<file path="src/rtl/zbt_sram_pkg.sv">
// zbt_sram_pkg
// Shared constants for the ZBT SRAM controller:
//   - op encodings carried down the command pipeline (NOP / RD / WR)
//   - values the SRAM pins take when no command or data phase is active
package zbt_sram_pkg;

  localparam logic [1:0] OP_NOP = 2'd0;
  localparam logic [1:0] OP_RD  = 2'd1;
  localparam logic [1:0] OP_WR  = 2'd2;

  localparam logic IDLE_CE_N  = 1'b1;
  localparam logic IDLE_WE_N  = 1'b1;
  localparam logic IDLE_OE_N  = 1'b0;
  localparam logic IDLE_BUS_T = 1'b1;

endpackage

</file>
<file path="src/rtl/zbt_resp_fifo.sv">
// zbt_resp_fifo
// In-order response FIFO holding {client id, read data}.
// Ports:
//   i_clk, i_rst_n       clock, asynchronous active-low reset (empties the FIFO)
//   i_enq, i_enq_data    push one entry (caller guarantees free space)
//   i_deq                pop head; ignored while empty
//   o_deq_data           head entry
//   o_empty_n            1 when at least one entry is held
//   o_count              number of entries held
module zbt_resp_fifo
  import zbt_sram_pkg::*;
#(
  parameter  int WIDTH = 33,
  parameter  int DEPTH = 4,
  localparam int CW    = $clog2(DEPTH + 1),
  localparam int PW    = (DEPTH > 1) ? $clog2(DEPTH) : 1
) (
  input  logic             i_clk,
  input  logic             i_rst_n,
  input  logic             i_enq,
  input  logic [WIDTH-1:0] i_enq_data,
  input  logic             i_deq,
  output logic [WIDTH-1:0] o_deq_data,
  output logic             o_empty_n,
  output logic [CW-1:0]    o_count
);

  logic [WIDTH-1:0] r_mem [DEPTH];
  logic [PW-1:0]    r_wptr;
  logic [PW-1:0]    r_rptr;
  logic [CW-1:0]    r_count;
  logic             w_deq;

  function automatic logic [PW-1:0] ptr_inc(input logic [PW-1:0] p);
    return (p == PW'(DEPTH - 1)) ? '0 : p + PW'(1);
  endfunction

  // A pop of an empty FIFO is dropped here so callers need not gate it.
  assign w_deq      = i_deq & (r_count != '0);
  assign o_deq_data = r_mem[r_rptr];
  assign o_empty_n  = (r_count != '0);
  assign o_count    = r_count;

  // Storage: when full, enq writes the head slot, which is safe because
  // a simultaneous deq has already consumed the head value combinationally.
  always_ff @(posedge i_clk) begin
    if (i_enq) begin
      r_mem[r_wptr] <= i_enq_data;
    end
  end

  // Pointers and occupancy
  always_ff @(posedge i_clk or negedge i_rst_n) begin
    if (!i_rst_n) begin
      r_wptr  <= '0;
      r_rptr  <= '0;
      r_count <= '0;
    end else begin
      if (i_enq) r_wptr <= ptr_inc(r_wptr);
      if (w_deq) r_rptr <= ptr_inc(r_rptr);
      case ({i_enq, w_deq})
        2'b10:   r_count <= r_count + CW'(1);
        2'b01:   r_count <= r_count - CW'(1);
        default: r_count <= r_count;
      endcase
    end
  end

endmodule

</file>
<file path="src/rtl/zbt_sram_ctrl.sv">
// zbt_sram_ctrl
// Round-robin, credit-gated controller for a ZBT synchronous SRAM.
// Ports:
//   CLK, RST_N                      clock, asynchronous active-low reset
//   REQ_VALID/WRITE/ADDR/WDATA/BE   flattened per-client requests
//   REQ_RDY                         one-hot grant (combinational)
//   DOUT, DOUT_ID, DOUT_VALID       head of the in-order read response FIFO
//   DOUT_EN                         dequeue head
//   ADDR_O, WE_N_O, WE_BYTES_N_O,
//   CE_N_O, OE_N_O                  registered SRAM control pins
//   CEN_N_O, ADV_LD_N_O             tied low
//   DATA_BUS_O/I, DATA_BUS_T        data pad; T = 1 releases the bus
module zbt_sram_ctrl
  import zbt_sram_pkg::*;
#(
  parameter int ADDR_WIDTH  = 18,
  parameter int BUS_WIDTH   = 32,
  parameter int DATA_WIDTH  = 32,
  parameter int NUM_CLIENTS = 2,
  parameter int ID_WIDTH    = 1,
  parameter int RD_LATENCY  = 2,
  parameter int RESP_DEPTH  = 4
) (
  input  logic                              CLK,
  input  logic                              RST_N,
  input  logic [NUM_CLIENTS-1:0]            REQ_VALID,
  input  logic [NUM_CLIENTS-1:0]            REQ_WRITE,
  input  logic [NUM_CLIENTS*ADDR_WIDTH-1:0] REQ_ADDR,
  input  logic [NUM_CLIENTS*DATA_WIDTH-1:0] REQ_WDATA,
  input  logic [NUM_CLIENTS*BUS_WIDTH/8-1:0] REQ_BE,
  output logic [NUM_CLIENTS-1:0]            REQ_RDY,
  output logic [DATA_WIDTH-1:0]             DOUT,
  output logic [ID_WIDTH-1:0]               DOUT_ID,
  output logic                              DOUT_VALID,
  input  logic                              DOUT_EN,
  output logic [ADDR_WIDTH-1:0]             ADDR_O,
  output logic                              WE_N_O,
  output logic [BUS_WIDTH/8-1:0]            WE_BYTES_N_O,
  output logic                              CE_N_O,
  output logic                              OE_N_O,
  output logic                              CEN_N_O,
  output logic                              ADV_LD_N_O,
  output logic [BUS_WIDTH-1:0]              DATA_BUS_O,
  input  logic [BUS_WIDTH-1:0]              DATA_BUS_I,
  output logic                              DATA_BUS_T
);

  localparam int BEW = BUS_WIDTH / 8;
  localparam int CW  = $clog2(RESP_DEPTH + 1);
  localparam int PW  = (NUM_CLIENTS > 1) ? $clog2(NUM_CLIENTS) : 1;
  localparam int FW  = DATA_WIDTH + ID_WIDTH;

  logic [NUM_CLIENTS-1:0] w_elig;
  logic [NUM_CLIENTS-1:0] w_grant;
  logic [PW-1:0]          w_gidx;
  logic                   w_fire;
  logic                   w_wr_sel;
  logic                   w_rd_fire;
  logic                   w_deq;
  logic                   w_enq;
  logic                   w_wr_next;
  logic                   w_empty_n;
  logic [CW-1:0]          w_fifo_count;
  logic [FW-1:0]          w_fifo_out;

  logic [PW-1:0]          r_ptr;
  logic [CW-1:0]          r_credit;
  logic [1:0]             r_op    [RD_LATENCY+1];
  logic [ID_WIDTH-1:0]    r_id    [RD_LATENCY+1];
  logic [DATA_WIDTH-1:0]  r_wdata [RD_LATENCY];

  // Reads need a free response slot; writes never produce a response.
  assign w_elig = REQ_VALID & (REQ_WRITE | {NUM_CLIENTS{r_credit != '0}});

  // Round-robin pick: first eligible client at or after the pointer.
  always_comb begin
    int unsigned idx;
    logic        found;
    idx     = 0;
    found   = 1'b0;
    w_grant = '0;
    w_gidx  = '0;
    for (int k = 0; k < NUM_CLIENTS; k++) begin
      idx = int'(r_ptr) + k;
      if (idx >= NUM_CLIENTS) idx = idx - NUM_CLIENTS;
      if (!found && w_elig[idx]) begin
        w_grant[idx] = 1'b1;
        w_gidx       = PW'(idx);
        found        = 1'b1;
      end else begin
        found = found;
      end
    end
  end

  // Grants are suppressed while reset is asserted.
  assign REQ_RDY   = w_grant & {NUM_CLIENTS{RST_N}};
  assign w_fire    = |REQ_RDY;
  assign w_wr_sel  = REQ_WRITE[w_gidx];
  assign w_rd_fire = w_fire & ~w_wr_sel;
  assign w_deq     = DOUT_EN & (w_fifo_count != '0);

  // Arbitration pointer and response credits (a dequeue returns its credit next cycle)
  always_ff @(posedge CLK or negedge RST_N) begin
    if (!RST_N) begin
      r_ptr    <= '0;
      r_credit <= CW'(RESP_DEPTH);
    end else begin
      if (w_fire) r_ptr <= (w_gidx == PW'(NUM_CLIENTS - 1)) ? '0 : w_gidx + PW'(1);
      r_credit <= r_credit - CW'(w_rd_fire) + CW'(w_deq);
    end
  end

  // Command cycle pins: one cycle after the grant
  always_ff @(posedge CLK or negedge RST_N) begin
    if (!RST_N) begin
      ADDR_O       <= '0;
      CE_N_O       <= IDLE_CE_N;
      WE_N_O       <= IDLE_WE_N;
      WE_BYTES_N_O <= '1;
    end else if (w_fire) begin
      ADDR_O       <= REQ_ADDR[w_gidx*ADDR_WIDTH +: ADDR_WIDTH];
      CE_N_O       <= 1'b0;
      WE_N_O       <= ~w_wr_sel;
      WE_BYTES_N_O <= w_wr_sel ? ~REQ_BE[w_gidx*BEW +: BEW] : '1;
    end else begin
      CE_N_O       <= IDLE_CE_N;
      WE_N_O       <= IDLE_WE_N;
      WE_BYTES_N_O <= '1;
    end
  end

  // Op pipeline: stage k describes the command issued k+1 cycles ago
  always_ff @(posedge CLK or negedge RST_N) begin
    if (!RST_N) begin
      for (int k = 0; k <= RD_LATENCY; k++) begin
        r_op[k] <= OP_NOP;
        r_id[k] <= '0;
      end
      for (int k = 0; k < RD_LATENCY; k++) r_wdata[k] <= '0;
    end else begin
      r_op[0]    <= w_fire ? (w_wr_sel ? OP_WR : OP_RD) : OP_NOP;
      r_id[0]    <= ID_WIDTH'(w_gidx);
      r_wdata[0] <= REQ_WDATA[w_gidx*DATA_WIDTH +: DATA_WIDTH];
      for (int k = 1; k <= RD_LATENCY; k++) begin
        r_op[k] <= r_op[k-1];
        r_id[k] <= r_id[k-1];
      end
      for (int k = 1; k < RD_LATENCY; k++) r_wdata[k] <= r_wdata[k-1];
    end
  end

  // The data phase pins are loaded one stage early so they are flop outputs
  // exactly during the data phase of the write.
  assign w_wr_next = (r_op[RD_LATENCY-1] == OP_WR);

  // Write data phase: drive the pad, disable SRAM output
  always_ff @(posedge CLK or negedge RST_N) begin
    if (!RST_N) begin
      DATA_BUS_T <= IDLE_BUS_T;
      OE_N_O     <= IDLE_OE_N;
      DATA_BUS_O <= '0;
    end else begin
      DATA_BUS_T <= ~w_wr_next;
      OE_N_O     <= w_wr_next;
      DATA_BUS_O <= w_wr_next ? BUS_WIDTH'(r_wdata[RD_LATENCY-1]) : '0;
    end
  end

  // Read data is on the pad during the last pipeline stage.
  assign w_enq = (r_op[RD_LATENCY] == OP_RD);

  zbt_resp_fifo #(
    .WIDTH (FW),
    .DEPTH (RESP_DEPTH)
  ) u_resp_fifo (
    .i_clk      (CLK),
    .i_rst_n    (RST_N),
    .i_enq      (w_enq),
    .i_enq_data ({r_id[RD_LATENCY], DATA_BUS_I[DATA_WIDTH-1:0]}),
    .i_deq      (w_deq),
    .o_deq_data (w_fifo_out),
    .o_empty_n  (w_empty_n),
    .o_count    (w_fifo_count)
  );

  assign DOUT       = w_fifo_out[DATA_WIDTH-1:0];
  assign DOUT_ID    = w_fifo_out[DATA_WIDTH +: ID_WIDTH];
  assign DOUT_VALID = w_empty_n;
  assign CEN_N_O    = 1'b0;
  assign ADV_LD_N_O = 1'b0;

endmodule

</file>
<file path="config.mk">
export PLATFORM = sky130hd
export DESIGN_NAME = zbt_sram_ctrl
export DESIGN_NICKNAME = d
export VERILOG_FILES = /design/src/rtl/zbt_sram_pkg.sv /design/src/rtl/zbt_resp_fifo.sv /design/src/rtl/zbt_sram_ctrl.sv
export SDC_FILE = /design/constraint.sdc
export NUM_CORES = 1
export LEC_CHECK = 0
export CORE_ASPECT_RATIO = 0.9
export CORE_MARGIN = 5
export CORE_UTILIZATION = 50
export CTS_CLUSTER_DIAMETER = 30
export CTS_CLUSTER_SIZE = 12
export DETAILED_ROUTE_END_ITERATION = 16
export PLACE_DENSITY_LB_ADDON = 0.12
export SLEW_MARGIN = 20
export SYNTH_ARGS = -nofsm -noshare
export SYNTH_HDL_FRONTEND = slang
export SYNTH_SLANG_ARGS = --single-unit
</file>
<file path="constraint.sdc">
create_clock -name CLK -period 5.4 [get_ports CLK]
set_input_delay 1.08 -clock CLK [delete_from_list [all_inputs] [get_ports CLK]]
set_output_delay 1.08 -clock CLK [all_outputs]
set_load 0.03 [all_outputs]
</file>
==> impl_metrics.toml <==
[synth]
synth_top_family_by_area = "simple AND/OR/NAND/NOR gates"
yosys.area.top_type = "edfxtp_1"
synth_fa_ha_area_share_pct = 1.42
ys_top_cells_by_count = "134 x dfrtp_1, 132 x edfxtp_1, 119 x nand2_1"
synth_flop_cell = "dfrtp_1"
synth_area_per_cell_um2 = 16.6
yosys-top-cells-area = "edfxtp_1 40%, dfrtp_1 34%, mux4_2 7.5%"
synthArstFlopShare_pct = 51.8
yosys.area.top_type_share_pct = 40.2
synth_xor_area_share_pct = 0.445
synth-compound-area-share_pct = 3.61
synth-simple-area-share_pct = 8.17
yosysMostFrequentCell = "dfrtp_1"
synthMuxAreaShare_pct = 7.86
yosysSeqAreaShare_pct = 76.4
netlist_area_um2 = 9850
ys_seq_elements = 274
syn_inst = 592
ys_types = 36
synth_edf_count = 132
ys_warn_count = 0

[timing]
fmax_mhz = 239
rsz0062_at_grt = "no"
max_slew_margin_pct = 38.3
setup_viol = 0
worst_slack_ns = 1.22
hold_violations = 0
fin_crit_sh_pct = 77.5
tns_ns = 0
fin_crit_ns = 4.18
slew_viol_final = 0
tightestPinTransition_ns = 0.925
finClkSkew_ns = 0.0115

[routing]
wl_um = 21900
wire_per_inst_um = 19.1
drcViolationCount = 0
vias = 5776
drtAntennaViolNets = 0
drt-pass1-iter-count = 4
vias_per_cell = 5.05
dr.first_iter.drc_count = 253

[global_route]
grt_overflow = 0
antenna_found_initial = 0
grt_pass1_wl_um = 34700
grt_util_all_layers_pct = 20.0
first_global_vias = 6553
grt_max_degree = 57

[pwr]
vdd_drop_max_mv = 0.231
power.internal_mw = 5.31
clkPwrFrac_pct = 38.7
combPwrFrac_pct = 24.9
power.density_nw_per_um2 = 529
leakage_nw = 5.64
p_sw_mw = 2.12
seqPwrFrac_pct = 36.4
swShare_pct = 28.5

[floorplan]
die_h_um = 143
dieArea_um2 = 22600
initial_core_util_pct = 51.1
pin_count = 243
coreArea_um2 = 19300
fp-row-count = 48
chipWidth_um = 158

[finish]
final-seq-area_um2 = 7530
drive_gt1_share_pct = 15.4
final_util_pct = 72.8
syn_to_final_growth_pct = 42.6
stdcell_count = 1144
stdcell_area_um2 = 14000
multiInputGateArea_um2 = 2140
fill_cells = 1181
nets = 1015
n_antenna_cell = 0

[min_path]
hp-class = "flop to flop"
hold_end = "r_wdata[28]"
whs_path_depth = 0
min_from = "r_wdata[60]"

[setup_path]
cp-start-kind = "input port"
cp-end-kind = "primary output"
crit_required_ns = 4.32
r2r_setup_slack_ns = 1.97
crit_type = "input port to primary output"
reg2reg_to = "r_credit[2]"
r2r_cells = 13
path_max_fanout = 7
crit_arrival_ns = 3.10
worstSetupStartpoint = "REQ_WRITE[0]"
r2r-start = "r_credit[1]"

[outcome]
status = "finished, final reports clean"

[clock_tree]
path_clk_slew_ns = 0.05
numCtsBuffers = 45
cts_hold_buf = 0
clock-root-buffer = "clkbuf_16"
clockBufferDepth = 3
post-cts-setup-buffers = 0
worstSkewPairLatency_ns = 0.52
cts_tree = "done"
clock-sinks = 274
cts_resized = 0
htree_levels = 2

[place]
placed_area_um2 = 12500
gp_congestion = 0.870
dpl.cell_count = 1061
port_buffers = 240
place_ws_ns = 0.889
dp_hpwl_um = 14600

[flow_run]
maxCapViolCount = 0
==> routing by layer <==
metal / up-vias / GRT usage (%) / routed length, um
met2: 246 / 33.6 / 11100
met3: 38 / 6.82 / 1950
met4: 0 / 7.32 / 546
met1: 2852 / 24.3 / 8280
met5: - / 0 / 0
li1: 2640 / - / -
==> registers in the layout, summed over array words and instances (netlist names), 3 cells and up <==
signal / count
u_resp_fifo.o_count: 3
DATA_BUS_O: 32
r_credit: 3
u_resp_fifo.r_mem: 132
ADDR_O: 18
r_op: 6
WE_BYTES_N_O: 4
r_id: 3
r_wdata: 64
==> area by class of cell <==
class                      instances  area share (%)
clock buffer                      56            8.67
clock inverter                    27            2.44
inverter                          14           0.392
multi-input combinational        277            15.2
sequential                       274            53.6
tap                              250            2.23
timing repair buffer             246            17.4
==> critical path, cell delays in order <==
cell             delay, ns
clkdlybuf4s50_1       0.52
nor4_1                0.42
o311ai_4              0.15
inv_4                 0.07
and2_1                0.11
clkdlybuf4s50_1       0.75
==> power groups by stage <==
stage / Clock, mW / Sequential (mW) / Combinational, mW
CTS: 2.93 / 2.71 / 1.88
floorplan: 0 / 2.78 / 1.05
finish: 2.87 / 2.70 / 1.85
global placement: 0 / 2.72 / 1.84
detailed placement: 0 / 2.74 / 1.88
global route: 3.05 / 2.74 / 1.98
==> stage by stage <==
step	power (mW)	hold WS, ns
3_5_place_dp	4.61	0.335
2_1_floorplan	3.84	0.331
4_1_cts	7.52	0.344
5_1_grt	7.78	0.344
6_report	7.43	0.342
3_3_place_gp	4.56	0.332
==> cell families after synthesis <==
kind of cell               count (synthesis)
other                                      1
DFF                                      274
AOI/OAI and AO/OA                         46
xor gates and xnor gates                   5
buffers and inverters                     42
muxes                                     36
adders and majority gates                 10
and+or+nand+nor                          178
==> placed cells by master (no fill, tap or decap), types with 2 or more instances in the layout <==
master / instances
conb_1: 2
and2_1: 35
a21o_1: 5
fa_1: 2
xor2_1: 2
nand3_1: 9
buf_4: 6
mux2i_1: 2
a21oi_2: 6
dfstp_2: 8
xnor2_1: 3
clkdlybuf4s50_1: 239
a21oi_1: 12
clkbuf_16: 45
dfrtp_1: 133
edfxtp_1: 132
a2bb2oi_1: 18
nand2_1: 119
or3_1: 2
inv_1: 12
clkinv_2: 7
clkinvlp_4: 2
clkbuf_8: 5
mux4_2: 33
and2_2: 4
o21ai_0: 3
ha_1: 8
clkinv_1: 5
clkbuf_1: 6
inv_6: 3
clkinv_4: 2
bufinv_16: 7
nor2_1: 2
==> worst max path at each step <==
stage                             end  slack, ns  cells after the start
final                      REQ_RDY[1]       1.22                      6
after global routing         DOUT[15]       1.09                      3
after CTS                  REQ_RDY[1]       1.18                      6
after detailed placement  r_credit[2]       0.89                     14
after global placement    r_credit[2]       1.03                     14
after floorplan           r_credit[2]       2.02                     13
(Power assumes the default switching activity.)
